`src/rtl/sub_serial.sv`:
```
// ---------------------------------------------------------------------------
// sub_serial -- slice-serial subtractor, Y = A - B - IB
//
// Processes SLICE bits per clock, LSB slice first. The borrow ripples between
// slices through a register, so a LEN-bit subtract takes N = LEN/SLICE cycles
// of RUN. Operands are captured on the input handshake. The result is held
// until the consumer takes it.
//
// Ports
//   clk_i        clock, rising edge
//   rst_i        asynchronous reset, active high
//   a_i          minuend       (sampled on in_valid_i & in_ready_o)
//   b_i          subtrahend    (sampled on in_valid_i & in_ready_o)
//   ib_i         borrow-in     (sampled on in_valid_i & in_ready_o)
//   in_valid_i   operands present
//   in_ready_o   block idle and able to accept operands
//   y_o          difference, meaningful only while out_valid_o = 1
//   ob_o         borrow-out, 1 iff unsigned A < B + IB
//   ovf_o        signed two's-complement overflow of A - B - IB
//   out_valid_o  result present
//   out_ready_i  consumer takes result
//
// LEN must be an integer multiple of SLICE. SLICE = LEN (one RUN cycle) is
// legal.
// ---------------------------------------------------------------------------
// state  | meaning
// -------+-----------------------------------------------------------------
// S_IDLE | waiting for operands, in_ready_o = 1
// S_RUN  | one slice per edge, counter selects the slice
// S_DONE | result valid, held until out_ready_i
// ---------------------------------------------------------------------------
module sub_serial #(
    parameter int LEN   = 16,
    parameter int SLICE = 4
) (
    input  logic           clk_i,
    input  logic           rst_i,
    input  logic [LEN-1:0] a_i,
    input  logic [LEN-1:0] b_i,
    input  logic           ib_i,
    input  logic           in_valid_i,
    output logic           in_ready_o,
    output logic [LEN-1:0] y_o,
    output logic           ob_o,
    output logic           ovf_o,
    output logic           out_valid_o,
    input  logic           out_ready_i
);

    localparam int N  = LEN / SLICE;
    localparam int CW = (N > 1) ? $clog2(N) : 1;

    typedef enum logic [1:0] {
        S_IDLE = 2'd0,
        S_RUN  = 2'd1,
        S_DONE = 2'd2
    } state_t;

    state_t         state_q, state_d;
    logic [CW-1:0]  cnt_q, cnt_d;
    logic           borrow_q, borrow_d;
    logic [LEN-1:0] a_q, a_d;
    logic [LEN-1:0] b_q, b_d;
    logic [LEN-1:0] y_q, y_d;
    logic           ob_q, ob_d;
    logic           ovf_q, ovf_d;
    logic           out_valid_q, out_valid_d;

    logic [SLICE-1:0] a_sl;
    logic [SLICE-1:0] b_sl;
    logic [SLICE:0]   diff;
    logic             last_slice;

    // Current slice of each operand; the extra MSB of diff is the borrow out
    // of this slice.
    assign a_sl       = a_q[cnt_q*SLICE +: SLICE];
    assign b_sl       = b_q[cnt_q*SLICE +: SLICE];
    assign diff       = {1'b0, a_sl} - {1'b0, b_sl} - {{SLICE{1'b0}}, borrow_q};
    assign last_slice = (cnt_q == CW'(N - 1));

    always_comb begin
        state_d     = state_q;
        cnt_d       = cnt_q;
        borrow_d    = borrow_q;
        a_d         = a_q;
        b_d         = b_q;
        y_d         = y_q;
        ob_d        = ob_q;
        ovf_d       = ovf_q;
        out_valid_d = out_valid_q;

        unique case (state_q)
            S_IDLE: begin
                if (in_valid_i) begin
                    a_d      = a_i;
                    b_d      = b_i;
                    borrow_d = ib_i;
                    cnt_d    = '0;
                    y_d      = '0;
                    state_d  = S_RUN;
                end
            end
            S_RUN: begin
                y_d[cnt_q*SLICE +: SLICE] = diff[SLICE-1:0];
                borrow_d = diff[SLICE];
                cnt_d    = cnt_q + CW'(1);
                if (last_slice) begin
                    ob_d = diff[SLICE];
                    // diff[SLICE-1] is the freshly computed result MSB; y_q does
                    // not hold it yet.
                    ovf_d       = (a_q[LEN-1] != b_q[LEN-1]) &&
                                  (diff[SLICE-1] != a_q[LEN-1]);
                    out_valid_d = 1'b1;
                    state_d     = S_DONE;
                end
            end
            S_DONE: begin
                if (out_ready_i) begin
                    out_valid_d = 1'b0;
                    state_d     = S_IDLE;
                end
            end
            default: begin
                state_d     = S_IDLE;
                out_valid_d = 1'b0;
            end
        endcase
    end

    always_ff @(posedge clk_i or posedge rst_i) begin
        if (rst_i) begin
            state_q     <= S_IDLE;
            cnt_q       <= '0;
            borrow_q    <= 1'b0;
            a_q         <= '0;
            b_q         <= '0;
            y_q         <= '0;
            ob_q        <= 1'b0;
            ovf_q       <= 1'b0;
            out_valid_q <= 1'b0;
        end else begin
            state_q     <= state_d;
            cnt_q       <= cnt_d;
            borrow_q    <= borrow_d;
            a_q         <= a_d;
            b_q         <= b_d;
            y_q         <= y_d;
            ob_q        <= ob_d;
            ovf_q       <= ovf_d;
            out_valid_q <= out_valid_d;
        end
    end

    assign in_ready_o  = (state_q == S_IDLE);
    assign y_o         = y_q;
    assign ob_o        = ob_q;
    assign ovf_o       = ovf_q;
    assign out_valid_o = out_valid_q;

endmodule

```
`config.mk`:
```
export PLATFORM = sky130hd
export DESIGN_NAME = sub_serial
export DESIGN_NICKNAME = d
export VERILOG_FILES = /design/src/rtl/sub_serial.sv
export SDC_FILE = /design/constraint.sdc
export NUM_CORES = 1
export LEC_CHECK = 0
export BUFFER_PORTS_ARGS = -buffer_cell sky130_fd_sc_hd__buf_2
export CORE_MARGIN = 2
export CORE_UTILIZATION = 31
export DETAILED_ROUTE_END_ITERATION = 10
export GPL_ROUTABILITY_DRIVEN = 1
export GPL_TIMING_DRIVEN = 1
export SYNTH_ARGS = -nofsm -noshare
export SYNTH_HDL_FRONTEND = slang
export SYNTH_SLANG_ARGS = --single-unit
```
`constraint.sdc`:
```
create_clock -name clk_i -period 2.5 [get_ports clk_i]
set_input_delay 0 -clock clk_i [delete_from_list [all_inputs] [get_ports clk_i]]
set_output_delay 0 -clock clk_i [all_outputs]
set_load 0.005 [all_outputs]
```
; ---- After elaboration in Yosys (flattened, before gate mapping)
; Index checks and enable logic that the tools add are counted.
[totals]
input_bits = 37
ff_bits = 56
output_inout_bits = 20
word_cells = 48
[classes]
n_mux = 14
reduce_logical = 8
bitwise = 1
n_eq_ne = 8
add_sub_neg = 4
shifts = 4
[ops]
columns = cell, n
row1 = $neg A4 Y34, 1
row2 = $shift A4 B34 Y16 const A, 1
row3 = $shiftx A4 B34 Y16, 1
row4 = $pmux W16 S2, 1
row5 = $shiftx A16 B5 Y4, 2
row6 = $bwmux W16, 1
row7 = $mux W16, 1
row8 = $mux W2, 4
row9 = $ne A2 B2 Y1 const B, 3
row10 = $pmux W2 S3, 1
row11 = $reduce_and A2 Y1, 3
row12 = $reduce_and A3 Y1, 2
row13 = $sub A4 B4 Y5, 1
row14 = $sub A5 B1 Y5, 1
row15 = $eq A2 B2 Y1 const B, 2
row16 = $pmux W2 S2, 1
row17 = $mux W1, 3
row18 = $pmux W1 S3, 1
row19 = $add A2 B1 Y2 const B, 1
row20 = $eq A2 B1 Y1 const B, 1
row21 = $logic_not A2 Y1, 1
row22 = $ne A1 B1 Y1, 2
row23 = $pmux W1 S2, 1
row24 = $reduce_bool A2 Y1, 1
row25 = 2 further kinds, 2

; ---- Depth between registers and ports, before layout
; Gate-level depths: netlist (run 1).
[logic_depth]
depth_word = 6
ltp_mapped = 11
ltp_nobuf = 10

; ---- Least setup slack after synthesis (run 1)
; OpenSTA, ideal clock, no wires.
[synth_path]
path_type = reg-to-reg
startpoint = register cnt_q[0]
endpoint = register ovf_q, in the netlist ovf_o
n_path_buf = 1
stages_incl_launch_ff = 10
setup_ps = 64
required_time_ps = 2436
t_arrival_ps = 2645
period_less_slack_ps = 2709
path_slack_ps = -209
path_cell_list = dfrtp_1 buf_2 mux4_2 fa_1 ha_1 nand2b_1 a21oi_2 xnor2_2 nor4bb_1 a211o_1
[synth_between]
elab_chain_len = 5
elab_cells_between_ends = 8
cone_classes = add/sub (2) / eq/ne (2) / shift (2) / reduce/logical (2)
[synth_lines]
columns = element, line_no
row1 = from (decl), 60  ; logic [CW-1:0] cnt_q, cnt_d;
row2 = from (signal assigned), 143  ; cnt_q <= cnt_d;
row3 = "$shiftx A16 B5 Y4, on equally long branches", "76, 77"
row4 = $sub A4 B4 Y5, 78  ; assign diff = {1'b0, a_sl} - {1'b0, b_sl} - {{SLICE{1'b0}}, borrow_q};
row5 = $sub A5 B1 Y5, 78
row6 = $ne A1 B1 Y1, 112  ; (diff[SLICE-1] != a_q[LEN-1]);
row7 = $logic_and A1 B1 Y1, 111  ; ovf_d = (a_q[LEN-1] != b_q[LEN-1]) &&
row8 = to (signal assigned), 149  ; ovf_q <= ovf_d;
row9 = to (decl), 66  ; logic ovf_q, ovf_d;
; Several ways; a longest one is shown, not always the timed one.
; A chain may end at the register's enable or synchronous reset.

; ---- Worst setup path after layout (run 1)
; Same ends and word-level chain as after synthesis.

==> qor.yml, run 1 <==
worst_hold_path:
  holdCritPathClass: "in2reg"
  holdCritStartpoint: "in_valid_i"
  timing.hold.worst_endpoint: "state_q[0]"
  hold_depth: 3
critical_path:
  worstPathRequired_ns: 2.71
  critical_path_arrival_ns: 2.65
  worst_path_max_delay_cell: "sky130_fd_sc_hd__mux4_2"
  critPathCaptureType: "register"
  cp_slowest_stage_delay_ns: 0.55
  timing.critical_path.depth: 8
  rr_startpoint: "cnt_q[0]"
  crit_path_max_fanout: 6
  worst_path_dominant_cell_family: "adder cells"
  rr_endpoint: "ovf_o"
  critical_path_cell_list: "mux4_2, fa_2, ha_4, nand2b_4, a21oi_4, xnor2_2, nor4bb_2, a211o_1"
  rr_worst_depth: 8
  timing.critical_path.from_type: "register"
  setup.reg_to_reg.worst_slack_ns: 0.06
  critical_path.n_buffers_inverters: 0
  worstSetupPathType: "reg2reg"
logic_synthesis:
  synthesized_cell_area_sq_mm: 0.00260
  synthDistinctLibCells: 28
  async_set_or_reset_flop_fraction_in_the_synthesized_netlist_pct: 100
  synthesis.yosys.warnings: 0
  synth_fp_nets: 240
  synth.area.top_cells: "sky130_fd_sc_hd__dfrtp_1, sky130_fd_sc_hd__mux2_2, sky130_fd_sc_hd__mux4_2"
  largest_area_contributor_in_the_synthesized_netlist: "sky130_fd_sc_hd__dfrtp_1"
  yosys_most_used_dff: "sky130_fd_sc_hd__dfrtp_1"
  ys_ff_latch: 56
  synth_enable_flop_cells: 0
  yosysTopAreaCellShare_pct: 53.9
  synth-seq-area-share_pct: 53.9
  netlist_instances: 193
  syn_avg_cell_area_sq_um: 13.5
grt:
  antenna_violations_before_repair: 0
  grt_first_pass_wirelength_um: 9380
  grt_usage_pct: 13.4
  grt_start_max_net_pins: 35
  vias_in_the_first_global_route: 1937
  globalRoute.totalOverflow: 0
drt:
  residual_drc_count: 0
  detail_route.wirelength_um: 5630
  ant_nets: 0
  detailroute.via_count: 1845
  detail_route.vias_per_cell: 4.60
  firstDrtPassIters: 4
  route.detailed.wl_per_inst_um: 14.0
  detail_route.iter0.violations: 42
cts:
  cts_root_buf: "sky130_fd_sc_hd__clkbuf_8"
  tritoncts_num_sinks: 56
  tritoncts_clock_tree: "done"
  clkLatencyLatePin_ns: 0.31
  tritoncts.num_buffers: 5
  h_tree_depth: 2
  clock_transition_at_path_regs_ns: 0.11
  clockBufferDepth: 2
outcome:
  status: "complete, no violations"
finish:
  final_core_utilization_pct: 43.6
  diodes: 0
  area.growth.synth_to_final_pct: 37.0
  layout.nets: 342
  drive_above_1_share_pct: 43.6
  number_of_filler_instances_in_the_final_layout: 781
floorplan:
  chipHeight_um: 95.6
  initial_utilization_pct: 31.8
  die_w_um: 95.6
  fp.coreArea_sq_mm: 0.00818
  core.rowCount: 33
  die-area_sq_mm: 0.00914
  ioPinCount: 57
timing:
  final.setup_skew_ns: 0.00791
  timing.final.ws_setup_ns: 0.0614
  finalWorstPathRequiredPeriod_ns: 2.44
  max_clock_freq_ghz: 0.410
  worst_slew_pin_slew_ns: 0.717
  report.final.slew_viol_count: 0
  timing.final.setup_violations: 0
  finalCritPeriodShare_pct: 97.5
  max_slew_margin_pct: 52.1
  rsz_0062_raised_after_global_routing: "true"
  timing.final.hold_violations: 0
placed_design:
  io_buf_count: 56
  globalplace.congestion: 0.760
  hpwl_dp_um: 4090
  pre_cts_slack_ns: 0.0165
power:
  peakVddDrop_uv: 807
  p_per_area_mw_per_mm2: 1500
  power.static_leakage_uw: 0.00166
flow_run:
  maxCapViolCount: 0
==> power breakdown <==
part	switching (uW)	internal, uW
logic	1500	1710
clock network	319	205
registers	295	1320
total	2110	3240
==> metal layers <==
| metal | track usage [%] | part of all wire [%] |
|---|---|---|
| met3 | 2.69 | 3.8 |
| met1 | 17.7 | 46 |
| met4 | 3.93 | 0.92 |
| met2 | 22.3 | 49 |
| met5 | 0 | 0 |
==> flip-flops by register name, summed over array words and instances, names as in the netlist <==
name         flops
ob_o             1
b_q             16
a_q             16
ovf_o            1
out_valid_o      1
borrow_q         1
cnt_q            2
y_o             16
state_q          2
==> kinds of logic after synthesis <==
logic type / count (synthesis) / share of synthesized area, %
buffers and inverters: 23 / 3.56
DFF: 56 / 53.9
xor gates and xnor gates: 3 / 1.30
adders and majority gates: 10 / 5.39
AOI/OAI and AO/OA: 32 / 8.85
and+or+nand+nor: 29 / 6.11
muxes: 40 / 20.9
==> synth_stat cells (3+ instances only) <==
library cell,number
sky130_fd_sc_hd__o21ai_0,7
sky130_fd_sc_hd__nand2_1,14
sky130_fd_sc_hd__a21o_1,3
sky130_fd_sc_hd__nor2_1,3
sky130_fd_sc_hd__mux2_2,32
sky130_fd_sc_hd__dfrtp_1,56
sky130_fd_sc_hd__a21oi_1,5
sky130_fd_sc_hd__nor3b_1,4
sky130_fd_sc_hd__mux4_2,7
sky130_fd_sc_hd__a22o_1,13
sky130_fd_sc_hd__nand2b_1,3
sky130_fd_sc_hd__buf_2,5
sky130_fd_sc_hd__inv_1,16
sky130_fd_sc_hd__ha_1,8
==> worst max-delay path by stage <==
stage	slack, ns	end	startpoint
after floorplan	-0.01	ovf_o	cnt_q[0]
after global placement	0.07	ovf_o	cnt_q[0]
final	0.06	ovf_o	cnt_q[0]
after CTS	0.01	ovf_o	cnt_q[0]
after detailed placement	0.02	borrow_q	cnt_q[0]
after global routing	-0.07	borrow_q	cnt_q[0]
==> placed cells by master (no fill, tap or decap), drive strengths merged <==
cell         count
mux4             8
buf             68
inv             18
a21oi            6
a22o            13
clkbuf           5
ha               8
nor2b            1
dfrtp           56
nand2b           3
fa               2
nor4bb           1
nor2             3
o21bai           1
nand2           14
o21ai            7
mux2            32
a21o             3
xnor2            3
nor4b            2
nor3b            4
clkinvlp         1
nor4             1
dlygate4sd3     34
a2bb2oi          1
a211o            1
==> timing repair <==
item,CTS,global route
endpoints found under the hold margin,66,0
endpoints found under the setup margin,0,9
resized for setup,0,8
hold buffers,34,0
setup buffers,0,1
==> worst min-delay path: stages <==
cell	delay [ns]
sky130_fd_sc_hd__buf_2	0.11
sky130_fd_sc_hd__o21bai_1	0.11
sky130_fd_sc_hd__a21oi_1	0.13
==> final cells by class <==
class | instances | area (sq um) | share of cell area [%]
clock buffer | 5 | 68.8 | 1.93
clock inverter | 3 | 25.0 | 0.702
inverter | 16 | 60.1 | 1.69
multi-input combinational | 114 | 1160 | 32.7
sequential | 56 | 1400 | 39.4
tap | 105 | 131 | 3.69
timing repair buffer | 102 | 711 | 19.9
==> through the flow <==
stage,setup TNS (ns),cell area [sq um],hold slack [ns],cells,total power [uW]
3_3_place_gp,0,3070,0.168,358,4430
5_1_grt,-0.104,3560,0.0999,401,5800
3_5_place_dp,0,3070,0.163,358,4490
4_1_cts,0,3500,0.0663,400,5060
6_report,0,3560,0.0778,401,5360
2_1_floorplan,-0.00982,2610,0.152,193,3560
No activity file was read; power rests on OpenSTA's default activity.
==> run 2: changes to the inputs <==
--- a/config.mk
+++ b/config.mk
@@ -11,6 +11,7 @@
 export DETAILED_ROUTE_END_ITERATION = 10
 export GPL_ROUTABILITY_DRIVEN = 1
 export GPL_TIMING_DRIVEN = 1
+export REMOVE_ABC_BUFFERS = 1
 export SYNTH_ARGS = -nofsm -noshare
 export SYNTH_HDL_FRONTEND = slang
 export SYNTH_SLANG_ARGS = --single-unit
==> run 2 against run 1 <==
Effect of this change: clock-buffer cell count rose by 1; design area rose by 0.88%; combinational power rose by 3%; critical path type unchanged; largest power group unchanged; die area did not move; utilization rose by 0.38 points; worst setup slack improved by 0.0073 ns.
==> qor.yml, run 2 (synthesis results as in run 1) <==
timing:
  max_slew_margin_pct: 60.9
  finalCritPeriodShare_pct: 97.3
  timing.final.setup_violations: 0
  final.setup_skew_ns: 0.00624
  worst_slew_pin_slew_ns: 0.586
  finalWorstPathRequiredPeriod_ns: 2.43
  report.final.slew_viol_count: 0
  rsz_0062_raised_after_global_routing: "true"
  timing.final.hold_violations: 0
  max_clock_freq_ghz: 0.411
  worst_hold_slack_ns: 0.0711
worst_hold_path:
  holdCritPathClass: "in2reg"
critical_path:
  critPathCaptureType: "register"
  worst_path_dominant_cell_family: "adder cells"
  cp_slowest_stage_delay_ns: 0.53
  critical_path.n_buffers_inverters: 0
  critical_path_cell_list: "mux4_2, fa_2, ha_4, nand2b_4, a21oi_4, xnor2_2, nor4bb_2, a211o_1"
  worst_path_max_delay_cell: "sky130_fd_sc_hd__mux4_2"
  crit_path_max_fanout: 3
  worstPathRequired_ns: 2.71
  timing.critical_path.from_type: "register"
  critical_path_arrival_ns: 2.64
  worstSetupPathType: "reg2reg"
drt:
  route.detailed.wl_per_inst_um: 14.5
  detail_route.wirelength_um: 5830
  detailroute.via_count: 1846
  detail_route.iter0.violations: 68
  ant_nets: 0
  detail_route.vias_per_cell: 4.59
  residual_drc_count: 0
  firstDrtPassIters: 4
floorplan:
  fp.coreArea_sq_mm: 0.00818
  die_w_um: 95.6
  chipHeight_um: 95.6
  die-area_sq_mm: 0.00914
  ioPinCount: 57
  core.rowCount: 33
  initial_utilization_pct: 31.8
cts:
  clock_transition_at_path_regs_ns: 0.10
  cts_root_buf: "sky130_fd_sc_hd__clkbuf_8"
  tritoncts_num_sinks: 56
  clkLatencyLatePin_ns: 0.32
  clockBufferDepth: 2
  h_tree_depth: 2
  tritoncts.num_buffers: 5
  tritoncts_clock_tree: "done"
grt:
  grt_first_pass_wirelength_um: 9400
  vias_in_the_first_global_route: 1920
  grt_usage_pct: 13.4
  antenna_violations_before_repair: 0
  globalRoute.totalOverflow: 0
  grt_start_max_net_pins: 28
finish:
  final_common_cell: "sky130_fd_sc_hd__buf_2"
  diodes: 0
  area.growth.synth_to_final_pct: 38.2
  layout.nets: 343
  drive_above_1_share_pct: 45.5
  most-common-layout-cells: "sky130_fd_sc_hd__buf_2, sky130_fd_sc_hd__dfrtp_1, sky130_fd_sc_hd__dlygate4sd3_1"
  layout.cells.non_filler: 402
placed_design:
  hpwl_dp_um: 4110
  io_buf_count: 56
  globalplace.congestion: 0.794
  placed_cells_incl_taps: 357
power:
  p_per_area_mw_per_mm2: 1520
  peakVddDrop_uv: 751
  power.static_leakage_uw: 0.00166
flow_run:
  maxCapViolCount: 0
outcome:
  status: "complete, no violations"
run 2: worst register-to-register path, delay by kind of cell, from the launching register on:
family                   cells  cell delay (ns)
adder cells (fa/ha/maj)      2             0.58
AO/OA/AOI/OAI                2             0.41
flip-flops                   1             0.40
multiplexers                 1             0.53
AND/OR/NAND/NOR              2             0.31
XOR/XNOR                     1             0.10
run 2: power breakdown:
group	total (uW)	switching [uW]	internal, uW
logic	3330	1550	1780
clock network	532	307	225
registers	1610	289	1320
run 2: what timing repair did:
item / in CTS / in global routing
pin swaps: 1 / 7
endpoints found under the setup margin: 3 / 10
hold buffers: 34 / 0
setup buffers: 1 / 2
endpoints found under the hold margin: 59 / 0
gates resized for setup: 2 / 15
run 2: cell type report:
class	count	area, sq um
flip-flops and latches	56	1400
clock inverters	2	15.0
multi-input cells	114	1180
repair buffers	103	726
inverters	16	60.1
clock buffers	6	82.6
well taps	105	131
fillers	789	4580
run 2: worst paths after layout:
| check | slack, ns | endpoint | cells past startpoint | startpoint |
|---|---|---|---|---|
| max | 0.07 | ovf_o | 8 | cnt_q[0] |
| min reg2reg | 0.48 | y_o[5] | 2 | y_o[5] |
| max in group asynchronous | 1.51 | cnt_q[0] | 4 | rst_i |
| min in group asynchronous | 0.30 | a_q[2] | 3 | rst_i |
| min | 0.07 | state_q[0] | 3 | in_valid_i |
| max reg2reg | 0.07 | ovf_o | 8 | cnt_q[0] |
run 2: layer usage:
layer	global-route usage, %	up-vias	part of all wire [%]
li1	-	894	-
met1	18.6	914	46
met2	21.9	32	49
met3	2.29	6	3.3
met4	3.57	0	1.1
met5	0	-	0
run 2: per-stage QoR:
stage | TNS (ns) | total power [uW] | cell area (sq um) | setup WS (ns) | utilization, %
floorplan | -4.96 | 3520 | 2570 | -0.226 | -
global placement | 0 | 4430 | 3060 | 0.0248 | 37.4
detailed placement | -0.0562 | 4470 | 3060 | -0.0555 | 37.4
CTS | 0 | 5090 | 3510 | 0.0326 | 42.9
global route | -0.00801 | 5950 | 3590 | -0.00801 | 44.0
finish | 0 | 5480 | 3590 | 0.0687 | 44.0
